==> src/rtl/ssd1306_spi4_tx_if.sv <==
// Byte-stream handshake into the SSD1306 SPI transmitter.
// Each byte carries a D/C# tag: 0 = command, 1 = data.
interface ssd1306_spi4_tx_if;
  logic       in_valid;
  logic       in_ready;
  logic [7:0] in_data;
  logic       in_dc;

  modport master (output in_valid, output in_data, output in_dc, input in_ready);
  modport slave  (input in_valid, input in_data, input in_dc, output in_ready);
endinterface

==> src/rtl/ssd1306_spi4_tx.sv <==
// 4-wire SPI (mode 0, MSB first) transmitter for SSD1306-style controllers.
// A small {dc,data} FIFO feeds a shifter that keeps CS# low across queued bytes.
module ssd1306_spi4_tx #(
  parameter int CLK_DIV    = 2,
  parameter int FIFO_DEPTH = 4
) (
  input  logic              clk,
  input  logic              rst_n,
  ssd1306_spi4_tx_if.slave  in_bus,
  output logic              busy,
  output logic              spi_cs_n,
  output logic              spi_sck,
  output logic              spi_sdi,
  output logic              spi_dc
);

  localparam int AW = $clog2(FIFO_DEPTH);
  localparam int CW = (CLK_DIV > 1) ? $clog2(CLK_DIV) : 1;
  localparam logic [CW-1:0] CNT_LAST = CW'(CLK_DIV - 1);

  typedef enum logic [2:0] {
    IDLE     = 3'd0,
    SETUP    = 3'd1,
    SHIFT_HI = 3'd2,
    SHIFT_LO = 3'd3,
    HOLD     = 3'd4
  } state_t;

  logic [8:0]    mem_r [FIFO_DEPTH];
  logic [AW:0]   wr_ptr_r;
  logic [AW:0]   rd_ptr_r;
  logic          full_s;
  logic          empty_s;
  logic          push_s;
  logic          pop_s;
  logic [8:0]    head_s;

  state_t        state_r;
  state_t        next_state_s;
  logic [CW-1:0] cnt_r;
  logic [CW-1:0] cnt_nxt_s;
  logic          cnt_done_s;
  logic [2:0]    bitcnt_r;
  logic [2:0]    bitcnt_nxt_s;
  // Holds the bits still to be sent after the one currently on SDI.
  logic [6:0]    shreg_r;
  logic [6:0]    shreg_nxt_s;
  logic          cs_nxt_s;
  logic          sck_nxt_s;
  logic          sdi_nxt_s;
  logic          dc_nxt_s;

  assign empty_s    = (wr_ptr_r == rd_ptr_r);
  assign full_s     = (wr_ptr_r[AW] != rd_ptr_r[AW]) &&
                      (wr_ptr_r[AW-1:0] == rd_ptr_r[AW-1:0]);
  assign head_s     = mem_r[rd_ptr_r[AW-1:0]];
  assign push_s     = in_bus.in_valid && !full_s;
  assign in_bus.in_ready = !full_s;
  assign busy       = !empty_s || (state_r != IDLE);
  assign cnt_done_s = (cnt_r == CNT_LAST);

  // FIFO storage; contents need no reset because the pointers qualify them.
  always_ff @(posedge clk) begin
    if (push_s) begin
      mem_r[wr_ptr_r[AW-1:0]] <= {in_bus.in_dc, in_bus.in_data};
    end
  end

  // FIFO pointers.
  always_ff @(posedge clk or negedge rst_n) begin
    if (!rst_n) begin
      wr_ptr_r <= '0;
      rd_ptr_r <= '0;
    end else begin
      if (push_s) wr_ptr_r <= wr_ptr_r + (AW+1)'(1'b1);
      if (pop_s)  rd_ptr_r <= rd_ptr_r + (AW+1)'(1'b1);
    end
  end

  // Next-state and datapath decode for the serialiser.
  always_comb begin
    next_state_s = state_r;
    cnt_nxt_s    = cnt_r;
    bitcnt_nxt_s = bitcnt_r;
    shreg_nxt_s  = shreg_r;
    cs_nxt_s     = spi_cs_n;
    sck_nxt_s    = spi_sck;
    sdi_nxt_s    = spi_sdi;
    dc_nxt_s     = spi_dc;
    pop_s        = 1'b0;
    case (state_r)
      IDLE: begin
        if (!empty_s) begin
          pop_s        = 1'b1;
          shreg_nxt_s  = head_s[6:0];
          sdi_nxt_s    = head_s[7];
          dc_nxt_s     = head_s[8];
          cs_nxt_s     = 1'b0;
          bitcnt_nxt_s = 3'd0;
          cnt_nxt_s    = '0;
          next_state_s = SETUP;
        end else begin
          next_state_s = IDLE;
        end
      end
      SETUP: begin
        if (cnt_done_s) begin
          cnt_nxt_s    = '0;
          sck_nxt_s    = 1'b1;
          next_state_s = SHIFT_HI;
        end else begin
          cnt_nxt_s = cnt_r + CW'(1'b1);
        end
      end
      SHIFT_HI: begin
        if (cnt_done_s) begin
          cnt_nxt_s    = '0;
          sck_nxt_s    = 1'b0;
          sdi_nxt_s    = shreg_r[6];
          shreg_nxt_s  = {shreg_r[5:0], 1'b0};
          next_state_s = SHIFT_LO;
        end else begin
          cnt_nxt_s = cnt_r + CW'(1'b1);
        end
      end
      SHIFT_LO: begin
        if (cnt_done_s) begin
          cnt_nxt_s = '0;
          if (bitcnt_r != 3'd7) begin
            bitcnt_nxt_s = bitcnt_r + 3'd1;
            sck_nxt_s    = 1'b1;
            next_state_s = SHIFT_HI;
          end else if (!empty_s) begin
            // Chain the next byte straight onto the wire with CS# held low.
            pop_s        = 1'b1;
            shreg_nxt_s  = head_s[6:0];
            sdi_nxt_s    = head_s[7];
            dc_nxt_s     = head_s[8];
            bitcnt_nxt_s = 3'd0;
            sck_nxt_s    = 1'b1;
            next_state_s = SHIFT_HI;
          end else begin
            next_state_s = HOLD;
          end
        end else begin
          cnt_nxt_s = cnt_r + CW'(1'b1);
        end
      end
      HOLD: begin
        if (cnt_done_s) begin
          cnt_nxt_s    = '0;
          cs_nxt_s     = 1'b1;
          next_state_s = IDLE;
        end else begin
          cnt_nxt_s = cnt_r + CW'(1'b1);
        end
      end
      default: begin
        next_state_s = IDLE;
        cs_nxt_s     = 1'b1;
        sck_nxt_s    = 1'b0;
      end
    endcase
  end

  // State and registered SPI pins.
  always_ff @(posedge clk or negedge rst_n) begin
    if (!rst_n) begin
      state_r  <= IDLE;
      cnt_r    <= '0;
      bitcnt_r <= 3'd0;
      shreg_r  <= 7'd0;
      spi_cs_n <= 1'b1;
      spi_sck  <= 1'b0;
      spi_sdi  <= 1'b0;
      spi_dc   <= 1'b0;
    end else begin
      state_r  <= next_state_s;
      cnt_r    <= cnt_nxt_s;
      bitcnt_r <= bitcnt_nxt_s;
      shreg_r  <= shreg_nxt_s;
      spi_cs_n <= cs_nxt_s;
      spi_sck  <= sck_nxt_s;
      spi_sdi  <= sdi_nxt_s;
      spi_dc   <= dc_nxt_s;
    end
  end

endmodule

==> src/flat_wrapper.sv <==
// flat-port wrapper written by rule: the top's interface ports become plain ports
module ssd1306_spi4_tx_flat 
#(
  parameter int CLK_DIV    = 2,
  parameter int FIFO_DEPTH = 4
)
  (clk, rst_n, busy, spi_cs_n, spi_sck, spi_sdi, spi_dc, in_bus_in_valid, in_bus_in_data, in_bus_in_dc, in_bus_in_ready);
  ssd1306_spi4_tx_if in_bus_i ();
  input  logic clk;
  input  logic rst_n;
  output logic busy;
  output logic spi_cs_n;
  output logic spi_sck;
  output logic spi_sdi;
  output logic spi_dc;
  input wire logic [$bits(in_bus_i.in_valid)-1:0] in_bus_in_valid;
  input wire logic [$bits(in_bus_i.in_data)-1:0] in_bus_in_data;
  input wire logic [$bits(in_bus_i.in_dc)-1:0] in_bus_in_dc;
  output wire logic [$bits(in_bus_i.in_ready)-1:0] in_bus_in_ready;
  assign in_bus_i.in_valid = in_bus_in_valid;
  assign in_bus_i.in_data = in_bus_in_data;
  assign in_bus_i.in_dc = in_bus_in_dc;
  assign in_bus_in_ready = in_bus_i.in_ready;
  ssd1306_spi4_tx #(.CLK_DIV(CLK_DIV), .FIFO_DEPTH(FIFO_DEPTH)) u_core (.clk(clk), .rst_n(rst_n), .in_bus(in_bus_i), .busy(busy), .spi_cs_n(spi_cs_n), .spi_sck(spi_sck), .spi_sdi(spi_sdi), .spi_dc(spi_dc));
endmodule
==> config.mk <==
export PLATFORM = sky130hd
export DESIGN_NAME = ssd1306_spi4_tx_flat
export DESIGN_NICKNAME = d
export VERILOG_FILES = /design/src/rtl/ssd1306_spi4_tx_if.sv /design/src/rtl/ssd1306_spi4_tx.sv /design/src/flat_wrapper.sv
export SDC_FILE = /design/constraint.sdc
export NUM_CORES = 1
export LEC_CHECK = 0
export CORE_MARGIN = 2
export CORE_UTILIZATION = 25
export DETAILED_ROUTE_END_ITERATION = 16
export MAX_ROUTING_LAYER = met4
export PLACE_DENSITY = 0.41
export RECOVER_POWER = 100
export SYNTH_ARGS = -nofsm -noshare
export SYNTH_HDL_FRONTEND = slang
export SYNTH_SLANG_ARGS = --single-unit
==> constraint.sdc <==
create_clock -name clk -period 3 [get_ports clk]
set_input_delay 0.6 -clock clk [delete_from_list [all_inputs] [get_ports clk]]
set_output_delay 0.6 -clock clk [all_outputs]
set_load 0.005 [all_outputs]
======== Yosys cells after proc, flatten, opt, wreduce, memory -nomap -nowiden ========
Memories as Yosys holds them, arrays and structs flattened.
Index checks and enable logic that the tools add are counted.
operators by class
  bitwise gates (word level) .............. 2
  add/subtract/negate cells ............... 4
  eq/ne operators ......................... 15
  muxes and demuxes ....................... 42
  reduce and logical (&&, ||, !) cells .... 20
operators by type and width
  kind                                                             number
  7-bit two-way mux                                                4
  3-bit two-way mux                                                9
  7-bit one-hot mux with 3 select lines                            1
  1-bit two-way mux                                                20
  3-bit one-hot mux with 5 select lines                            1
  3-bit by 1-bit adder with 3-bit output, second input constant    3
  2-bit by 1-bit != test with 1-bit output, second input constant  4
  4-bit AND reduction                                              2
  3-bit by 2-bit == test with 1-bit output, second input constant  2
  3-bit != test, second input constant                             2
  1-bit one-hot mux with 2 select lines                            3
  1-bit one-hot mux with 3 select lines                            2
  3-bit one-hot mux with 2 select lines                            1
  3-bit AND reduction                                              2
  3-bit nonzero test                                               2
  5-bit AND reduction                                              1
  2-bit != test, second input constant                             2
  1-bit one-hot mux with 4 select lines                            1
  2-bit AND reduction                                              2
  2-bit nonzero test                                               2
  4-bit OR reduction                                               1
  3-bit by 1-bit == test with 1-bit output, second input constant  1
  3-bit == test                                                    1
  3-bit == test, second input constant                             1
  other kinds (10)                                                 13
storage, ports and cells
  output and inout port bits .............. 6
  memory bits (writable) .................. 36
  logic and storage cells ................. 94
  flip-flop bits (word level) ............. 24
  memories kept ........................... 1
memory list
  memory        depth  width  read ports  clocked after Yosys merged registers in  wr ports  RTL line               text
  u_core.mem_r  4      9      1           0                                        1         ssd1306_spi4_tx.sv:29  logic [8:0] mem_r [FIFO_DEPTH];

======== Depth between registers and ports, before layout ========
Gate-level depths: netlist of run 1.
  depth after elaboration ................. 6
  mapped depth ............................ 6
  gate-level depth less buffers ........... 6

======== Least setup slack after synthesis of run 1 ========
Ideal clock, no wire load.
  path type ............................... flip-flop to output port
  start point ............................. register u_core.rd_ptr_r[0]
  end point ............................... output busy
  slack ................................... 1.220 ns
  data arrival time ....................... 1.180 ns
  buffers on the path ..................... 1
  cell stages (with the launch flop) ...... 5
  path through ............................ dfrtp_1 xnor2_1 and3_1 buf_2 nand3_1
on the way
  longest elaborated chain between the ends .. 3
ends and longest elaborated chain
  what                    RTL line               text
  start, declared         ssd1306_spi4_tx.sv:31  logic [AW:0] rd_ptr_r;
  start signal, assigned  ssd1306_spi4_tx.sv:76  if (pop_s) rd_ptr_r <= rd_ptr_r + (AW+1)'(1'b1);
  3-bit == test           ssd1306_spi4_tx.sv:53  assign empty_s = (wr_ptr_r == rd_ptr_r);
  1-bit logical NOT       ssd1306_spi4_tx.sv:59  assign busy = !empty_s || (state_r != IDLE);
  1-bit logical OR        ssd1306_spi4_tx.sv:59
  end, declared           flat_wrapper.sv:11     output logic busy;
No other way between the ends.

======== Worst setup path after layout of run 1 ========
  start point ............................. register u_core.wr_ptr_r[0]
  end point ............................... output busy
on the way
  longest elaborated chain between the ends .. 3
ends and longest elaborated chain
  what                    RTL line               text
  start, declared         ssd1306_spi4_tx.sv:30  logic [AW:0] wr_ptr_r;
  start signal, assigned  ssd1306_spi4_tx.sv:75  if (push_s) wr_ptr_r <= wr_ptr_r + (AW+1)'(1'b1);
  3-bit == test           ssd1306_spi4_tx.sv:53
  1-bit logical NOT       ssd1306_spi4_tx.sv:59
  1-bit logical OR        ssd1306_spi4_tx.sv:59
No other way between the ends.

==> metrics, run 1 <==
TritonCTS clock tree=yes; die area=11,450 um2; launch point of the worst hold path=u_core.spi_cs_n; number of cells on the worst reg-to-reg path=3; total nets after synthesis=183; Yosys warning count=0; count of buffers inserted at the top-level ports=17; All-Layer GR Usage=9.739%; post-detailed-route wirelength per cell=14.72 um; Top FF cell, synth=sky130_fd_sc_hd__edfxtp_1; area of the mapped netlist=2653 um2; hold_buf cts=0; Crit Path Category=reg2out; Post-Route Skew=0.005821 ns; share of layout cells above drive strength 1=23.20%; Starting Density=25.69%; number of clock sinks=60; least setup slack across all paths after layout=0.2976 ns; initial DRC count=29; flop and latch count out of synthesis=60; Lkg Pwr=1.139 nW; number of antenna violations at the first check in global routing=0; DP Worst Slack=0.5149 ns; number of buffers on the longest clock path=2; maximum fanout count along the critical path=6; final routed DRC violation total=0; Pre-antenna DRT Iters=4; Placer Congestion=0.7584; global-route wire length before repair=7941 um; Worst slew margin=48.77%; count of cells resized by post-cts repair=0; Post-Synthesis Cells=164; mean number of vias per cell=4.397; setup slack of the worst register-to-register path=0.73 ns; endpoint of the lowest-slack register-to-register path=u_core.mem_r[3][0]; Chip Height=107.0 um; setup repair after global routing missed its margin=false; critical path launch point type=flip-flop; worst hold path type=reg2reg; number of placement rows=37; leading cell types in the layout, fill and taps excluded=sky130_fd_sc_hd__edfxtp_1 (36), sky130_fd_sc_hd__dfrtp_1 (23), sky130_fd_sc_hd__mux2_2 (18); Root Buffer=sky130_fd_sc_hd__clkbuf_8; worst vdd rail ir drop=0.2370 mV; vias in the first global route=1,516; Req. time, crit path=2.40 ns; clock-pin transition on the worst setup and hold timing paths=0.07 ns; hold violation count in the final report=0; most frequent standard cell in the layout excluding fill and tap cells=sky130_fd_sc_hd__edfxtp_1; area delta synth->final=17.59%; Post-synth EDFFs=36; total negative slack=0 ns; actual transition at the worst max-transition pin=0.7685 ns; endpoint with the worst hold slack=u_core.spi_cs_n; via count of the routed design=1,451; number of pins with negative max-slew slack in the final report=0; run status=finished, final reports clean; number of H-tree levels=3; Final Net Count=208; Async S/R FF share, synth=40.00%; Worst Hold Depth=2; Fmax=370.0 MHz; post-CTS setup buffer count=0; CTS Buf Count=9; Congestion Overflow GR=0; number of diodes added for antenna fixing=0; capturing element type of the critical path=output pin; number of inserted filler cells in the final layout=1,040; number of top-level pins=18; count of unique library cells instantiated by Yosys=39; power per standard cell area=987.9 nW/um2; critical path data arrival time=2.10 ns; DPL Wire Length=3342 um; final wirelength=4856 um; min Tclk post-route=2.702 ns; floorplan die width=107.0 um; worst reg2reg startpoint=u_core.wr_ptr_r[0]; Final setup violation count=0; sequential share of the synthesized area=63.44%; count of nets left with antenna violations after detail routing=0; Max-cap violations=0; syn_area_per_cell=16.17 um2; Period Utilization, post-route=90.08%; largest net degree at the start of global routing=15; core outline area=10,320 um2; latest clock arrival within the worst-skew pair=0.34 ns
## through the flow
step	area [um2]	power [mW]	hold WS (ns)	std cells	util (%)
floorplan	2653	2.181	0.3044	164	-
global placement	2979	2.499	0.4850	314	28.86
detailed placement	2979	2.533	0.4897	314	28.86
CTS	3156	3.200	0.5045	330	30.57
global route	3119	3.316	0.5144	330	30.21
finish	3119	3.082	0.5012	330	30.21
## synthesized netlist by cell type (2+ instances only)
library cell / n / area, um2
sky130_fd_sc_hd__buf_6: 2 / 22.52
sky130_fd_sc_hd__mux4_2: 7 / 157.7
sky130_fd_sc_hd__edfxtp_1: 36 / 1081
sky130_fd_sc_hd__o22ai_1: 2 / 12.51
sky130_fd_sc_hd__nor3_1: 2 / 10.01
sky130_fd_sc_hd__and2_1: 4 / 25.02
sky130_fd_sc_hd__nand3_1: 4 / 20.02
sky130_fd_sc_hd__a31oi_1: 3 / 18.77
sky130_fd_sc_hd__nor2_1: 4 / 15.01
sky130_fd_sc_hd__o21ai_0: 2 / 10.01
sky130_fd_sc_hd__a22o_1: 2 / 17.52
sky130_fd_sc_hd__nand2b_1: 2 / 12.51
sky130_fd_sc_hd__mux2_2: 18 / 202.7
sky130_fd_sc_hd__ha_1: 7 / 87.58
sky130_fd_sc_hd__mux4_1: 2 / 52.55
sky130_fd_sc_hd__and3_1: 2 / 12.51
sky130_fd_sc_hd__dfrtp_1: 23 / 575.6
sky130_fd_sc_hd__a21oi_1: 5 / 25.02
sky130_fd_sc_hd__nor2b_1: 2 / 12.51
sky130_fd_sc_hd__nand2_1: 3 / 11.26
sky130_fd_sc_hd__buf_2: 2 / 10.01
sky130_fd_sc_hd__xnor2_1: 4 / 35.03
sky130_fd_sc_hd__clkbuf_1: 3 / 11.26
sky130_fd_sc_hd__inv_1: 5 / 18.77
sky130_fd_sc_hd__xor2_1: 4 / 35.03
## logic make-up after synthesis
| group | synth area share (%) |
|---|---|
| buffers and inverters | 2.358 |
| XOR/XNOR | 2.641 |
| AND/OR/NAND/NOR | 6.792 |
| multiplexers | 16.37 |
| flip-flops | 63.44 |
| adder cells (fa/ha/maj) | 3.302 |
| AO/OA/AOI/OAI | 5.095 |
## critical path: stages (launching register included)
cell and delay [ns]:
sky130_fd_sc_hd__dfrtp_1 0.42, sky130_fd_sc_hd__xnor2_1 0.39, sky130_fd_sc_hd__and3_1 0.26, sky130_fd_sc_hd__nand3_1 0.10
sky130_fd_sc_hd__dlygate4sd3_1 0.60
## state kept, by name, indices dropped and copies added (netlist names), 3 cells and up
| register | flops |
|---|---|
| u_core.bitcnt_r | 3 |
| u_core.mem_r | 36 |
| u_core.rd_ptr_r | 3 |
| u_core.shreg_r | 7 |
| u_core.state_r | 3 |
| u_core.wr_ptr_r | 3 |
## worst max path at each step
stage                        from            endpoint  slack, ns  depth (start not counted)
2_1_floorplan  u_core.rd_ptr_r[0]                busy       1.22                          4
3_3_place_gp      in_bus_in_valid  u_core.mem_r[3][5]       0.59                          4
3_5_place_dp      in_bus_in_valid  u_core.mem_r[3][5]       0.51                          4
4_1_cts        u_core.wr_ptr_r[0]                busy       0.40                          4
5_1_grt        u_core.wr_ptr_r[0]                busy       0.16                          4
6_report       u_core.wr_ptr_r[0]                busy       0.30                          4
## area by class of cell
class	instances	area (um2)	share of cell area (%)
clock inverter	7	52.55	1.685
clock buffer	9	123.9	3.971
timing repair buffer	21	192.7	6.177
sequential	60	1683	53.95
inverter	5	18.77	0.6017
tap	136	170.2	5.455
multi-input combinational	92	878.3	28.16
## report_power, final
group	switching (mW)	internal [mW]
combinational	0.525	0.590
sequential	0.161	1.16
clock	0.343	0.303
total	1.03	2.05
## metal layers
layer | vias up | share of wire, % | GRT usage [%]
met3 | 8 | 4.4 | 2.857
met1 | 739 | 44 | 11.26
met5 | - | 0 | -
met2 | 31 | 50 | 15.29
met4 | 0 | 1.9 | 5.288
li1 | 673 | - | -
Note: power is estimated with default switching activity, not from simulation.
==> inputs of run 2 (changes only) <==
--- a/config.mk
+++ b/config.mk
@@ -8,6 +8,7 @@
 export CORE_MARGIN = 2
 export CORE_UTILIZATION = 25
 export DETAILED_ROUTE_END_ITERATION = 16
+export GPL_TIMING_DRIVEN = 0
 export MAX_ROUTING_LAYER = met4
 export PLACE_DENSITY = 0.41
 export RECOVER_POWER = 100
==> constraint.sdc (replaced) <==
create_clock -name clk -period 3.3 [get_ports clk]
set_input_delay 0.66 -clock clk [delete_from_list [all_inputs] [get_ports clk]]
set_output_delay 0.66 -clock clk [all_outputs]
set_load 0.005 [all_outputs]
==> run 2 against run 1 <==
Effect of this change: clock-buffer cell count unchanged; power down 8.7%; first-iteration DRC count is 120% higher; flip-flop and latch count unchanged; register-to-register slack improved by 0.26 ns; critical path depth up 1; critical path type unchanged; critical endpoint unchanged; largest cell class unchanged; largest power group unchanged.
==> metrics, run 2 (synthesis gave the netlist of run 1 again) <==
Final Net Count=211; number of buffers on the longest clock path=2; final design instance area without fill=3141 um2; number of cells on the worst reg-to-reg path=3; mean number of vias per cell=4.294; post-CTS setup buffer count=0; hold_buf cts=0; number of pins with negative max-slew slack in the final report=0; post-place instance area=2993 um2; least setup slack across all paths after layout=0.4196 ns; TritonCTS clock tree=yes; Post-Route Skew=0.01080 ns; Period Utilization, post-route=87.28%; number of clock sinks=60; endpoint of the lowest-slack register-to-register path=u_core.mem_r[3][6]; final wirelength=4887 um; number of inserted filler cells in the final layout=1,048; critical path data arrival time=2.22 ns; Placer Congestion=0.7641; Starting Density=25.69%; Worst slew margin=22.77%; DP Worst Slack=0.7040 ns; CTS Buf Count=9; actual transition at the worst max-transition pin=1.155 ns; final routed DRC violation total=0; worst hold path type=reg2reg; leading cell types in the layout, fill and taps excluded=sky130_fd_sc_hd__edfxtp_1 (36), sky130_fd_sc_hd__dfrtp_1 (23), sky130_fd_sc_hd__mux2_2 (18); total negative slack=0 ns; global-route wire length before repair=7755 um; DPL Wire Length=3155 um; setup slack of the worst register-to-register path=0.99 ns; post-detailed-route wirelength per cell=14.68 um; Req. time, crit path=2.64 ns; count of buffers inserted at the top-level ports=17; worst reg2reg startpoint=u_core.wr_ptr_r[0]; power per standard cell area=895.9 nW/um2; launch point of the worst hold path=u_core.shreg_r[2]; worst vdd rail ir drop=0.2583 mV; Max-cap violations=0; Fmax=347.2 MHz; Chip Height=107.0 um; count of cells resized by post-cts repair=0; via count of the routed design=1,430; Congestion Overflow GR=0; run status=finished, final reports clean; hold violation count in the final report=0; die area=11,450 um2; number of H-tree levels=3; Worst Hold Depth=1; min Tclk post-route=2.880 ns; initial DRC count=63; capturing element type of the critical path=output pin; met3 Use GR=3.830%; global routing met2 resource utilization=14.38%; vias in the first global route=1,440; Crit Path Category=reg2out; setup repair after global routing missed its margin=false; largest net degree at the start of global routing=25; Final setup violation count=0; count of nets left with antenna violations after detail routing=0; number of antenna violations at the first check in global routing=0; share of the core filled with cells in the final layout=30.42%; critical path launch point type=flip-flop; Root Buffer=sky130_fd_sc_hd__clkbuf_8; number of placement rows=37; floorplan die width=107.0 um; number of top-level pins=18; share of layout cells above drive strength 1=23.35%; busiest layer in global routing=met2; maximum fanout count along the critical path=6; All-Layer GR Usage=9.573%; endpoint with the worst hold slack=u_core.shreg_r[2]; core outline area=10,320 um2; global-route met1 utilization=11.75%; max reg flops=36; latest clock arrival within the worst-skew pair=0.34 ns; Pre-antenna DRT Iters=4; most frequent standard cell in the layout excluding fill and tap cells=sky130_fd_sc_hd__edfxtp_1; area delta synth->final=18.40%; Lkg Pwr=1.149 nW; number of diodes added for antenna fixing=0; clock-pin transition on the worst setup and hold timing paths=0.07 ns
-- run 2: changes by cell type in the layout (fill, tap and decap cells not counted) --
cell / previous run / this run
sky130_fd_sc_hd__dfstp_2: 1 / 0
sky130_fd_sc_hd__buf_2: 0 / 2
sky130_fd_sc_hd__buf_4: 2 / 0
sky130_fd_sc_hd__clkbuf_1: 2 / 3
sky130_fd_sc_hd__buf_6: 0 / 2
sky130_fd_sc_hd__dfstp_1: 0 / 1
-- run 2: worst max-delay path by stage --
stage	cells past startpoint	slack [ns]	start	end
floorplan	4	1.46	u_core.rd_ptr_r[0]	busy
global placement	4	0.68	in_bus_in_valid	u_core.mem_r[3][7]
detailed placement	4	0.70	in_bus_in_valid	u_core.mem_r[3][7]
CTS	5	0.45	u_core.rd_ptr_r[0]	busy
global route	5	0.28	u_core.wr_ptr_r[0]	busy
finish	5	0.42	u_core.rd_ptr_r[0]	busy
-- run 2: stage by stage --
step / instances / hold WS, ns / power, mW
after global placement: 317 / 0.4851 / 2.300
final: 333 / 0.5052 / 2.814
after floorplan: 164 / 0.3644 / 1.983
after global routing: 333 / 0.5259 / 3.028
after CTS: 333 / 0.5019 / 2.911
after detailed placement: 317 / 0.4859 / 2.305
-- run 2: cell type report --
class / instances / area [um2] / area share [%]
clock buffer: 9 / 123.9 / 3.944
clock inverter: 7 / 52.55 / 1.673
sequential: 60 / 1683 / 53.59
tap: 136 / 170.2 / 5.418
buffer: 7 / 43.79 / 1.394
multi-input combinational: 92 / 878.3 / 27.97
timing repair buffer: 17 / 170.2 / 5.418
inverter: 5 / 18.77 / 0.5976
-- run 2: critical path, stage by stage, from the launching register on --
cell and delay [ns]:
sky130_fd_sc_hd__dfrtp_1 0.42, sky130_fd_sc_hd__xnor2_1 0.42, sky130_fd_sc_hd__and3_1 0.22, sky130_fd_sc_hd__buf_2 0.16, sky130_fd_sc_hd__nand3_1 0.09, sky130_fd_sc_hd__dlygate4sd3_1 0.58
-- run 2: report_power, final --
group | switching, mW | leakage, nW | internal [mW]
sequential | 0.114 | 0.616 | 1.05
combinational | 0.516 | 0.443 | 0.545
clock | 0.310 | 0.0896 | 0.275
-- run 2: routing by layer --
layer  vias to the layer above  wire [um]
li1                        680          -
met1                       729       2368
met2                        19       2336
met3                         2        156
met4                         0         26
met5                         -          0
==> inputs of run 3 (changes only) <==
==> constraint.sdc (replaced) <==
create_clock -name clk -period 3.3 [get_ports clk]
set_input_delay 0.495 -clock clk [delete_from_list [all_inputs] [get_ports clk]]
set_output_delay 0.495 -clock clk [all_outputs]
set_load 0.005 [all_outputs]
==> run 3 against run 2 <==
Effect of this change: maximum frequency up 1.8%; core utilization about the same; non-clock buffer count unchanged; clock power about the same; clock skew up 0.00077 ns; via count up 0.63%; largest power group unchanged.
==> metrics, run 3 (synthesis gave the netlist of run 1 again) <==
die area=11,450 um2; Worst Hold Depth=1; vias in the first global route=1,440; share of layout cells above drive strength 1=22.84%; area delta synth->final=18.35%; Placer Congestion=0.7641; Chip Height=107.0 um; min Tclk post-route=2.830 ns; largest net degree at the start of global routing=25; worst hold path type=reg2reg; clock share of power=20.8%; Final setup violation count=0; Post-Route Skew=0.01158 ns; worst reg2reg startpoint=u_core.wr_ptr_r[0]; run status=finished, final reports clean; critical path data arrival time=2.34 ns; number of buffers on the longest clock path=2; Max-cap violations=0; hold_buf cts=0; number of H-tree levels=3; CTS Buf Count=9; Pre-antenna DRT Iters=4; Root Buffer=sky130_fd_sc_hd__clkbuf_8; actual transition at the worst max-transition pin=1.155 ns; setup slack of the worst register-to-register path=0.99 ns; list of cells traversed by the critical path=xnor2_1 -> and3_1 -> clkbuf_1 -> nand3_1 -> dlygate4sd3_1; max reg flops=36; floorplan die width=107.0 um; TritonCTS clock tree=yes; critical path launch point type=flip-flop; Crit Path Category=reg2out; Starting Density=25.69%; mean number of vias per cell=4.321; uppermost layer routed=met4; M1 WL=2351 um; Period Utilization, post-route=85.77%; Switching Fraction=33.44%; crit path launch=u_core.rd_ptr_r[0]; core outline area=10,320 um2; leading cell types in the layout, fill and taps excluded=sky130_fd_sc_hd__edfxtp_1 (36), sky130_fd_sc_hd__dfrtp_1 (23), sky130_fd_sc_hd__mux2_2 (18); count of buffers inserted at the top-level ports=17; worst vdd rail ir drop=0.2578 mV; Power, Total=2.812 mW; number of diodes added for antenna fixing=0; All-Layer GR Usage=9.573%; number of top-level pins=18; largest incremental delay on the critical path=0.58 ns; internal power component=1.871 mW; post-place instance area=2993 um2; net switching power=0.9404 mW; via count of the routed design=1,439; kind of cell with the highest combined delay on the critical path=buffers and inverters; initial DRC count=65; number of cells on the worst reg-to-reg path=3; final hold slack=0.5052 ns; clock-pin transition on the worst setup and hold timing paths=0.07 ns; count of nets left with antenna violations after detail routing=0; DPL Wire Length=3155 um; Lkg Pwr=1.144 nW; number of pins with negative max-slew slack in the final report=0; post-detailed-route wirelength per cell=14.62 um; met2 WL=2331 um; post-CTS setup buffer count=0; Fmax=353.3 MHz; maximum fanout count along the critical path=6; Gate power share=37.7%; power per standard cell area=895.7 nW/um2; number of inserted filler cells in the final layout=1,049; number of antenna violations at the first check in global routing=0; Req. time, crit path=2.80 ns; latest clock arrival within the worst-skew pair=0.34 ns; launch point of the worst hold path=u_core.shreg_r[2]; Worst slew margin=22.72%; sequential share of power=41.5%; total negative slack=0 ns; cell at the slowest stage of the critical path=sky130_fd_sc_hd__dlygate4sd3_1; count of cell instances traversed by the critical path=5; global-route wire length before repair=7755 um; capturing element type of the critical path=output pin; hold violation count in the final report=0; most frequent standard cell in the layout excluding fill and tap cells=sky130_fd_sc_hd__edfxtp_1; count of cells resized by post-cts repair=0; setup repair after global routing missed its margin=false; final wirelength=4869 um; Final Net Count=211; Congestion Overflow GR=0; final design instance area without fill=3139 um2; final routed DRC violation total=0; met3 WL post-DR=159 um; number of placement rows=37; number of clock sinks=60; Crit path buffers/inverters=2
## run 3: area by class of cell
cell class / instances / area, um2 / area share (%)
Timing Repair Buffer: 17 / 170.2 / 5.420
Buffer: 7 / 42.54 / 1.355
Multi-Input combinational cell: 92 / 878.3 / 27.98
Inverter: 5 / 18.77 / 0.5978
Sequential cell: 60 / 1683 / 53.61
Clock inverter: 7 / 52.55 / 1.674
Clock buffer: 9 / 123.9 / 3.946
Tap cell: 136 / 170.2 / 5.420
## run 3: metal layers
layer	track usage, %	vias up
met2	14.38	21
met3	3.830	2
li1	-	680
met5	-	-
met4	3.340	0
met1	11.75	736
## run 3: final timing paths
| check | to |
|---|---|
| max in group asynchronous | u_core.shreg_r[5] |
| min | u_core.shreg_r[2] |
| max reg2reg | u_core.mem_r[3][2] |
| max | busy |
| min in group asynchronous | u_core.cnt_done_s |
| min reg2reg | u_core.shreg_r[2] |
## run 3: per-stage QoR
step	std cells	setup WS, ns	utilization (%)
2_1_floorplan	164	1.599	-
3_3_place_gp	317	0.8476	28.99
3_5_place_dp	317	0.8690	28.99
4_1_cts	333	0.6133	30.70
5_1_grt	333	0.3065	30.41
6_report	333	0.4696	30.41
## run 3: power by group through the flow
stage | Clock, mW | Sequential (mW) | Combinational (mW)
2_1_floorplan | 0 | 1.16 | 0.826
3_3_place_gp | 0 | 1.19 | 1.11
3_5_place_dp | 0 | 1.19 | 1.12
4_1_cts | 0.615 | 1.17 | 1.12
5_1_grt | 0.654 | 1.19 | 1.18
6_report | 0.586 | 1.17 | 1.06
